File: src/rtl/fifo_gen2.sv
// fifo_gen2 -- single-clock synchronous FIFO with standard or
// first-word-fall-through read mode.
//
// Parameters:
//   DEPTH     number of entries (>= 2, any integer)
//   WIDTH     data width
//   FWFT      0 = registered read (1-cycle latency), 1 = head word shown on dout
//   AF_LEVEL  almost_full when status_counter >= AF_LEVEL
//   AE_LEVEL  almost_empty when status_counter <= AE_LEVEL
//
// Ports:
//   clk, rst         rising-edge clock, synchronous active-high reset
//   flush            synchronous clear of pointers, count, dout and error flags
//   write, din       push request and data
//   read             pop request (acknowledge of the head word in FWFT mode)
//   dout, dout_valid read data and its qualifier
//   fifo_full/empty, almost_full/empty   decodes of status_counter
//   status_counter   occupancy 0..DEPTH
//   overflow         sticky: a write was dropped
//   underflow        sticky: a read found the FIFO empty
module fifo_gen2 #(
  parameter int DEPTH    = 8,
  parameter int WIDTH    = 8,
  parameter bit FWFT     = 1'b0,
  parameter int AF_LEVEL = DEPTH - 1,
  parameter int AE_LEVEL = 1
) (
  input  logic                       clk,
  input  logic                       rst,
  input  logic                       flush,
  input  logic                       write,
  input  logic                       read,
  input  logic [WIDTH-1:0]           din,
  output logic [WIDTH-1:0]           dout,
  output logic                       dout_valid,
  output logic                       fifo_full,
  output logic                       fifo_empty,
  output logic                       almost_full,
  output logic                       almost_empty,
  output logic [$clog2(DEPTH+1)-1:0] status_counter,
  output logic                       overflow,
  output logic                       underflow
);

  localparam int PW = ($clog2(DEPTH) > 1) ? $clog2(DEPTH) : 1;
  localparam int CW = $clog2(DEPTH + 1);

  localparam logic [CW-1:0] FULL_C = CW'(DEPTH);
  localparam logic [CW-1:0] AF_C   = CW'(AF_LEVEL);
  localparam logic [CW-1:0] AE_C   = CW'(AE_LEVEL);
  localparam logic [PW-1:0] LAST_C = PW'(DEPTH - 1);

  // Explicit wrap so non-power-of-two depths never index past the array.
  function automatic logic [PW-1:0] ptr_next(input logic [PW-1:0] p);
    return (p == LAST_C) ? '0 : p + PW'(1);
  endfunction

  logic [WIDTH-1:0] mem [DEPTH];
  logic [PW-1:0]    wr_ptr;
  logic [PW-1:0]    rd_ptr;
  logic [CW-1:0]    count;
  logic             rd_acc;
  logic             wr_acc;
  logic             clr;

  assign clr            = rst | flush;
  assign status_counter = count;
  assign fifo_full      = (count == FULL_C);
  assign fifo_empty     = (count == '0);
  assign almost_full    = (count >= AF_C);
  assign almost_empty   = (count <= AE_C);

  // A pop frees a slot on the same edge, so a full FIFO still accepts a
  // simultaneous push (pass-through).
  assign rd_acc = read & ~fifo_empty;
  assign wr_acc = write & (~fifo_full | rd_acc);

  always_ff @(posedge clk) begin
    if (clr) begin
      wr_ptr    <= '0;
      rd_ptr    <= '0;
      count     <= '0;
      overflow  <= 1'b0;
      underflow <= 1'b0;
    end else begin
      if (wr_acc) wr_ptr <= ptr_next(wr_ptr);
      if (rd_acc) rd_ptr <= ptr_next(rd_ptr);
      case ({wr_acc, rd_acc})
        2'b10:   count <= count + CW'(1);
        2'b01:   count <= count - CW'(1);
        default: count <= count;
      endcase
      if (write && !wr_acc)   overflow  <= 1'b1;
      if (read && fifo_empty) underflow <= 1'b1;
    end
  end

  // Storage is data only: never cleared, just not written during rst/flush.
  always_ff @(posedge clk) begin
    if (wr_acc && !clr) mem[wr_ptr] <= din;
  end

  if (FWFT == 1'b0) begin : g_std
    logic [WIDTH-1:0] dout_p1;
    logic             vld_p1;

    // ---- read stage: registered pop result, valid for one cycle ----
    always_ff @(posedge clk) begin
      if (clr) begin
        dout_p1 <= '0;
        vld_p1  <= 1'b0;
      end else if (rd_acc) begin
        dout_p1 <= mem[rd_ptr];
        vld_p1  <= 1'b1;
      end else begin
        vld_p1  <= 1'b0;
      end
    end

    assign dout       = dout_p1;
    assign dout_valid = vld_p1;
  end else begin : g_fwft
    assign dout       = fifo_empty ? '0 : mem[rd_ptr];
    assign dout_valid = ~fifo_empty;
  end

endmodule

File: config.mk
export PLATFORM = sky130hd
export DESIGN_NAME = fifo_gen2
export DESIGN_NICKNAME = d
export VERILOG_FILES = /design/src/rtl/fifo_gen2.sv
export SDC_FILE = /design/constraint.sdc
export NUM_CORES = 1
export LEC_CHECK = 0
export ABC_CLOCK_PERIOD_IN_PS = 6600
export CORE_ASPECT_RATIO = 2
export CORE_MARGIN = 4
export CORE_UTILIZATION = 52
export CTS_CLUSTER_SIZE = 12
export DETAILED_ROUTE_END_ITERATION = 16
export PLACE_DENSITY = 0.76
export SLEW_MARGIN = 25
export SYNTH_ARGS = -nofsm -noshare
export SYNTH_HDL_FRONTEND = slang
export SYNTH_SLANG_ARGS = --single-unit
File: constraint.sdc
create_clock -name clk -period 6.6 [get_ports clk]
set_input_delay 0.66 -clock clk [delete_from_list [all_inputs] [get_ports clk]]
set_output_delay 0.66 -clock clk [all_outputs]
set_load 0.01 [all_outputs]
* Word-level counts from Yosys, hierarchy flattened
Memories as Yosys holds them, arrays and structs flattened. A register that Yosys moved wholly into a read port is not among the register bits.
Cells that the tools add are included.
** Word-level totals
- Register bits after elaboration :: 13
- Word-level logic and storage cells :: 37
- Bits of input ports :: 13
- Memories :: 1
- Memory bits (writable) :: 64
- Output and inout port bits :: 19
** Operators by class
- Add/sub/neg operators :: 4
- Multiplexer cells :: 6
- Eq/ne operators :: 5
- Reductions and logical operators :: 7
- Bitwise gates (word level) :: 6
- Order comparisons :: 2
** Memory list
- mem :: words 8, width 8, read ports 1, clocked after memory_dff 1, wr ports 1, line 58 : logic [WIDTH-1:0] mem [DEPTH];
** Operators with widths (number)
- case mux 4 bit (2 select lines) :: 1
- adder 3 x 1 -> 3 bit, second input constant :: 2
- == test 3 bit, second input constant :: 2
- two-way mux 3 bit :: 2
- adder 4 x 1 -> 4 bit, second input constant :: 1
- == test 4 bit, second input constant :: 1
- greater-or-equal comparator 4 x 3 -> 1 bit, second input constant :: 1
- <= comparator 4 x 1 -> 1 bit, second input constant :: 1
- logical NOT 4 bit :: 1
- subtractor 4 x 1 -> 4 bit, second input constant :: 1
- logical AND 1 bit :: 3
- two-way mux 1 bit :: 3
- bitwise AND 1 bit :: 2
- == test 2 x 1 -> 1 bit, second input constant :: 1
- == test 2 bit, second input constant :: 1
- logical NOT 1 bit :: 2
- inverter 1 bit :: 2
- bitwise OR 1 bit :: 2
- nonzero test 2 bit :: 1

* Logic depth before layout (Yosys ltp)
- Depth after elaboration :: 8
- Gate-level depth with buffers :: 11
- Mapped depth without buffers :: 10

* Worst setup path before layout
Ideal clock, no wire load.
- Kind :: reg2reg
- Start :: register count[0] (netlist: status_counter[0])
- End :: memory mem[1][0] (enable)
- Cell stages (with the launch flop) :: 8
- Slack :: 4059 ps
- Arrival time :: 2158 ps
- Period minus slack after synthesis :: 2541 ps
- Buffers on the path :: 1
- Data required time :: 6217 ps
- Library setup time :: 383 ps
- Cells stage by stage :: dfxtp_1 > inv_1 > ha_1 > nor4bb_1 > nand2b_4 > buf_6 > or3_4 > nor3_1
** On the way
- Longest elaborated chain between the ends :: 8
- Elaborated cells between the ends (all ways) :: 10
- Those cells by class :: eq/ne (1); mux (2); bitwise (5); reduce/logical (2)
** RTL lines
- from (decl) :: line 61 : logic [CW-1:0] count;
- from (signal assigned) :: line 89 : 2'b10: count <= count + CW'(1);
- from (signal assigned) :: line 90 : 2'b01: count <= count - CW'(1);
- from (signal assigned) :: line 91 : default: count <= count;
- logical NOT 4 bit :: line 69 : assign fifo_empty = (count == '0);
- inverter 1 bit :: line 75 : assign rd_acc = read & ~fifo_empty;
- bitwise AND 1 bit :: line 75
- bitwise OR 1 bit (*) :: line 76 : assign wr_acc = write & (~fifo_full | rd_acc);
- bitwise AND 1 bit (*) :: line 76
- logical AND 1 bit (*) :: line 100 : if (wr_acc && !clr) mem[wr_ptr] <= din;
- two-way mux 1 bit (*) :: line 100
- two-way mux 1 bit (not written as such) (*) :: line 100
- to (decl) :: line 58
Every way passes the cells marked *; elsewhere a longest branch is shown, timed or not.

* Worst setup path after layout
- Start :: register count[0] (netlist: status_counter[0])
- End :: register count[3] (netlist: status_counter[3])
** On the way
- Longest elaborated chain between the ends :: 7
- Elaborated cells between the ends (all ways) :: 13
- Those cells by class :: add/sub (2); eq/ne (3); mux (1); bitwise (5); reduce/logical (2)
** RTL lines
- logical NOT 4 bit :: line 69
- inverter 1 bit :: line 75
- bitwise AND 1 bit :: line 75
- bitwise OR 1 bit :: line 76
- bitwise AND 1 bit :: line 76
- == test 2 x 1 -> 1 bit or == test 2 bit (tied branches) :: line 88 : case ({wr_acc, rd_acc})
- case mux 4 bit (2 select lines) or nonzero test 2 bit (tied branches)
Several ways; a longest one is shown, not always the timed one.
A chain may end at the register's enable or synchronous reset.

==> impl_results.md <==
* Outcome: completed
* Family with the most delay on the worst path: simple AND/OR/NAND/NOR gates
* Post-CTS Resized at 0
* Sequential fraction of the synthesis area at 0.682
* Clock transition at the registers of the reported paths at 0.06 ns
* Pre-Repair DR Iteration Count at 5
* Wirelength per Cell at 18.0 microns
* Fill count at 490
* Die ar. at 0.00805 sq mm
* Via density at 5.51
* WP data arrival at 3.18 ns
* Final Net Count at 277
* Synth Flop Type: edfxtp_1
* Synthesized instance count at 226
* Period Utilization, post-route at 0.451
* Most common cell after layout, fill and taps aside: edfxtp_1
* Pre-CTS setup slack at 3.30 ns
* Core box area at 0.00636 sq mm
* Clk_lat worst skew at 0.34 ns
* Crit-path cells: inv_1, ha_1, nor3b_2, nand2b_1, inv_2, ha_1, or4b_1, a21oi_1, xnor2_1, nor2_1
* Asr flop ratio synth at 0
* Syn. warnings at 0
* Area grow syn2layout at 18.6%
* Final hold vios at 0
* CP peak stage delay at 0.45 ns
* Vias at 1911
* Hold-fix buffers, CTS at 0
* Buffers on Ports at 31
* Final Max Tran Viols at 0
* Type of the worst min-delay path: reg -> reg
* Rel. slew slack at 0.436
* Syn avg cell area at 15.2 sq um
* Post-CTS Setup Bufs at 0
* CTS H-tree lvls at 3
* Area occupied by registers at 0.00234 sq mm
* Cell-internal power at 0.895 mW
* TritonCTS clock tree: yes
* Largest net degree at the start of global routing at 28
* Multi-input gate area at 0.00100 sq mm
* Tmin final at 2.98 ns
* Clk pwr share at 0.420
* Share of layout cells above drive strength 1 at 0.130
* CTS Root Cell: clkbuf_16
* Grt ovf at 0
* CP bufs+invs at 2
* Final setup viols at 0
* Max clock buf depth at 2
* CTS Buf Count at 9
* Mapped cell area at 0.00343 sq mm
* HPWL after DPL at 4420 microns
* Critical path's slowest cell: dfxtp_1
* Sequential share of power at 0.520
* Initial Util at 0.540
* Max cap viols at 0
* Sw frac at 0.205
* PD cells at 276 mW/mm^2
* Max FO, Critical Path at 14
* Tot Pwr at 1.13 mW
* Final TNS setup at 0 ns
* Post-synthesis cell type count at 33
* Crit path from: status_counter[0]
* Detailed Route Iter0 Violations at 144
* Remaining DRCs at 0
* Seq cells post-synth at 85
* Gr usage total at 0.181
* Antenna violations before repair at 0
* Sink Count at 85
* Peak Freq at 336 MHz
* R2R depth at 10
* Unrepaired setup endpoints after global routing: false
* Die width at 65.5 microns
* Critical Path End: status_counter[3]
* Net Sw Power at 0.230 mW
* Most used cell, CP: ha_1
* Crit Path Class: reg -> reg
* Commonest non-fill, non-tap cells in the layout: edfxtp_1 (64), clkdlybuf4s50_1 (31), nor2_1 (22)
* GPL Wtd Cong at 0.730
* Share of total power in combinational logic at 0.060
* Setup Skew at 0.00536 ns
* Die Height at 123 microns
* Synth area leader: edfxtp_1
* Num rows at 41
* First-pass GRT wire length at 10300 microns
* Reg-to-Reg End: status_counter[3]
* Leak Pwr at 1.32 nW
* Final worst slack at 3.62 ns
* Vias in the first global route at 2021
* # diodes at 0
* Setup slack on the worst flop-to-flop path at 3.62 ns
* Worst-margin pin slew at 0.843 ns
* Reg-to-reg critical path startpoint: status_counter[0]
* Detailed Route WL at 6260 microns
* Number of synthesized flops with an enable pin at 64
* Peak supply drop at 0.000250 V
* Post-route ant nets at 0
* WP data required at 6.80 ns
* Syn Nets at 247
* Critical path depth at 10
* I/O pin count at 32
* Critical Path Start Type: register
* DP Area at 0.00377 sq mm
* Critical path capture point type: register
* Share of the synthesized area in the top cell type at 0.560
* Finished Cell Area at 0.00407 sq mm
* WHS at 0.475 ns
* Ranking of synthesized cells by area: edfxtp_1 (56%), dfxtp_1 (12%), mux2i_1 (5.2%)
-- flip-flops by register name (all words and copies together) (netlist names) --
signal	cells
overflow	1
dout	8
wr_ptr	3
dout_valid	1
mem	64
rd_ptr	3
status_counter	4
underflow	1
-- stage by stage --
stage,std cells,utilization
2_1_floorplan,226,-
3_3_place_gp,331,0.593
3_5_place_dp,331,0.593
4_1_cts,347,0.639
5_1_grt,347,0.640
6_report,347,0.640
-- worst min-delay path, delay by kind of cell (launching register included) --
family | cells | cell delay (ns)
AO/OA/AOI/OAI | 1 | 0.04
AND/OR/NAND/NOR | 1 | 0.07
flip-flops | 1 | 0.33
-- cell families (layout without fill, tap and decap cells) --
family	after synthesis	in the layout	synth area share
buffers and inverters	17	52	0.0288
adders and majority gates	8	8	0.0292
muxes	26	26	0.105
AOI/OAI and AO/OA	28	28	0.0528
DFF	85	85	0.682
and+or+nand+nor	59	59	0.0944
xor gates and xnor gates	3	3	0.00765
-- synthesized netlist by cell type, types with 5 or more instances --
library cell  instances
nor3_1               11
mux2i_1              18
mux4_2                8
a21oi_1               9
nand2_1               7
ha_1                  8
o22ai_1               8
a211oi_1              8
dfxtp_1              21
nor2_1               22
edfxtp_1             64
clkbuf_1              5
-- power by group through the flow --
stage               logic, mW  clock network [mW]  registers, mW
CTS                    0.0690               0.483          0.585
detailed placement     0.0683                   0          0.596
floorplan              0.0377                   0          0.597
global placement       0.0660                   0          0.596
global route           0.0751               0.508          0.585
finish                 0.0678               0.473          0.585
-- per-layer routing --
layer	share of wire	global-route usage	vias up
li1	-	-	921
met1	0.36	0.195	926
met2	0.56	0.309	43
met3	0.037	0.0500	21
met4	0.036	0.112	0
met5	0	0	-
-- how the worst min path moves through the flow --
stage               from         to  slack (ns)  depth (start not counted)
6_report       underflow  underflow        0.47                          2
5_1_grt          dout[4]    dout[4]        0.52                          2
4_1_cts        underflow  underflow        0.48                          2
3_5_place_dp    overflow   overflow        0.46                          2
3_3_place_gp   underflow  underflow        0.46                          2
2_1_floorplan  wr_ptr[0]  wr_ptr[0]        0.47                          2
-- layout make-up --
| cell class | instances | share of cell area |
|---|---|---|
| clock buffer | 12 | 0.0654 |
| sequential | 85 | 0.575 |
| timing repair buffer | 32 | 0.0780 |
| inverter | 4 | 0.00369 |
| clock inverter | 4 | 0.00522 |
| multi-input combinational | 124 | 0.246 |
| tap | 86 | 0.0264 |
Note: power is estimated with default switching activity, not from simulation.
==> RTL edit, RTL diff (same flow settings) <==
The parameter `WIDTH` goes from 8 to 7.
--- a/src/rtl/fifo_gen2.sv
+++ b/src/rtl/fifo_gen2.sv
@@ -20,7 +20,7 @@
 //   underflow        sticky: a read found the FIFO empty
 module fifo_gen2 #(
   parameter int DEPTH    = 8,
-  parameter int WIDTH    = 8,
+  parameter int WIDTH    = 7,
   parameter bit FWFT     = 1'b0,
   parameter int AF_LEVEL = DEPTH - 1,
   parameter int AE_LEVEL = 1
Interface: changed (resized din and dout); port bits go from 32 to 30. The function was not compared with the original's and may differ.
==> RTL edit against the unedited design <==
  * Non-clock buffer count is 2 lower
  * Critical path type unchanged
  * Clock skew hardly changed
  * Largest cell class unchanged
  * Worst hold slack better by 0.0029 ns
  * Power is 3.9% lower
  * Wire length is 11% lower
  * Cell area is 9.2% lower
  * Area after synthesis is 11% lower
  * Worst setup slack better by 0.00083 ns
  * Sequential cell count is 9 lower
  * Highest routed layer unchanged
  * Clock power is 5.1% higher
  * Synthesized cell count is 8.4% lower
==> RTL edit: results (changes against the unedited design) <==
Buffers on Ports 29 (-6.5%); clock transition at the register clock pins on the worst setup and hold paths after CTS 0.06 ns (about the same); number of warning messages in the yosys log 0 (unchanged); Worst Path Max Fanout 13 (-1); overall fraction of global-route tracks in use 16.8% (-1.3 points); top cells by area, synth sky130_fd_sc_hd__edfxtp_1 55%, sky130_fd_sc_hd__dfxtp_1 13%, sky130_fd_sc_hd__mux2i_1 5.2%; post-CTS sizing 0 (unchanged); Post-synth EDFFs 56 (-13%); async set-or-reset flop fraction in the synthesized netlist 0% (unchanged); leakage power figure 1.23 nW (-7.3%); Num CTS Buffers 9 (unchanged); later-pin clock latency in the skew report 0.32 ns (-0.02 ns); syn nets 227 (-8.1%); vias 1716 (-10%); cell total after placement 288 (-13%); detailed-placement wirelength estimate 4000 um (-9.5%); proportion of synthesized chip area in sequential cells 67.8% (-0.44 points); register with the highest flop count mem; Max rail drop VDD 0.000261 V (+4.3%); detail-routed net length per standard cell 18.3 um (+1.4%); worst max-slew margin expressed relative to the limit 41.3% (-2.3 points); Cell variety after synth 33 (unchanged); classification of the worst-slack hold path register to register; fraction of layout cells with a size suffix above 1 13.2% (+0.20 points); outcome complete, no violations; ranking of synthesized cells by instance count 56 x sky130_fd_sc_hd__edfxtp_1, 21 x sky130_fd_sc_hd__nor2_1, 20 x sky130_fd_sc_hd__dfxtp_1; net load switching power 0.207 mW (-10%); Clock Skew 0.00549 ns (+0.000128 ns); CTS HTree Levels 3 (unchanged); via count of the first global-routing pass 1806 (-11%); maximum buffer depth of the clock tree 2 (unchanged); arrival time at the worst endpoint 3.18 ns (about the same); Post-layout nets 258 (-6.9%); CTS root buf sky130_fd_sc_hd__clkbuf_16; first-pass GRT wire length 9050 um (-12%); number of instances in the synthesized netlist 207 (-8.4%); violation count after the first detailed-route iteration 95 (-34%); number of antenna violations at the first check in global routing 0 (unchanged); Routability Congestion 0.766 (+5.0%); maximum number of pins on one net before global-route repair 25 (-11%); fillcell total 408 (-17%); mean number of vias per cell 5.66 (+2.8%); post-CTS setup buffer count 0 (unchanged); total iterations of the first detailed-routing run 4 (-1); final antenna diode count 0 (unchanged); flip-flop count of the largest register, all copies and words added 56 (-13%)
==> RTL edit: cell families after synthesis <==
family                     share of synthesized area (%)
DFF                                                 67.8
and+or+nand+nor                                     10.1
AOI/OAI and AO/OA                                   5.30
muxes                                               10.3
buffers and inverters                               2.36
adders and majority gates                           3.26
xor gates and xnor gates                           0.856
==> RTL edit: through the flow <==
stage | cell area, um^2 | util [%] | hold WS, ns | power, mW | worst slack, ns
finish | 3700 | 64.8 | 0.478 | 1.08 | 3.62
CTS | 3690 | 64.7 | 0.494 | 1.09 | 3.60
detailed placement | 3390 | 59.3 | 0.480 | 0.595 | 3.41
global placement | 3390 | 59.3 | 0.468 | 0.594 | 3.52
global route | 3700 | 64.8 | 0.528 | 1.12 | 3.38
floorplan | 3070 | - | 0.475 | 0.567 | 4.05
==> RTL edit: area by class of cell <==
cell class	count	share of cell area (%)
flip-flops and latches	76	56.3
multi-input cells	117	24.9
repair buffers	30	8.05
clock buffers	10	6.19
clock inverters	5	2.10
well taps	61	2.06
inverters	4	0.406
==> RTL edit: final timing paths <==
| kind | from | to | slack, ns | cells after the start |
|---|---|---|---|---|
| min | overflow | overflow | 0.48 | 2 |
| min reg2reg | overflow | overflow | 0.48 | 2 |
| max | status_counter[0] | status_counter[3] | 3.62 | 10 |
| max reg2reg | status_counter[0] | status_counter[3] | 3.62 | 10 |
==> RTL edit: layer usage <==
metal,share of wire (%),track usage (%),up-vias,wire length (um)
met1,36,16.8,830,2010
met5,0,0,-,0
met4,1.4,7.37,0,79
met2,58,31.8,37,3240
li1,-,-,843,-
met3,4.0,4.72,6,221
==> RTL edit: power groups by stage <==
stage          clock (mW)  sequential, mW  combinational, mW
2_1_floorplan           0           0.533             0.0343
3_3_place_gp            0           0.532             0.0617
3_5_place_dp            0           0.532             0.0630
4_1_cts             0.507           0.523             0.0633
5_1_grt             0.532           0.523             0.0685
6_report            0.497           0.523             0.0625
==> RTL edit: critical path: stages, from the launching register on <==
cell                       delay (ns)
sky130_fd_sc_hd__dfxtp_1         0.46
sky130_fd_sc_hd__inv_1           0.07
sky130_fd_sc_hd__ha_1            0.26
sky130_fd_sc_hd__nor3b_1         0.19
sky130_fd_sc_hd__nand2b_1        0.38
sky130_fd_sc_hd__inv_2           0.27
sky130_fd_sc_hd__ha_1            0.26
sky130_fd_sc_hd__or4b_2          0.60
sky130_fd_sc_hd__a21oi_1         0.19
sky130_fd_sc_hd__xnor2_1         0.14
sky130_fd_sc_hd__nor2_1          0.05
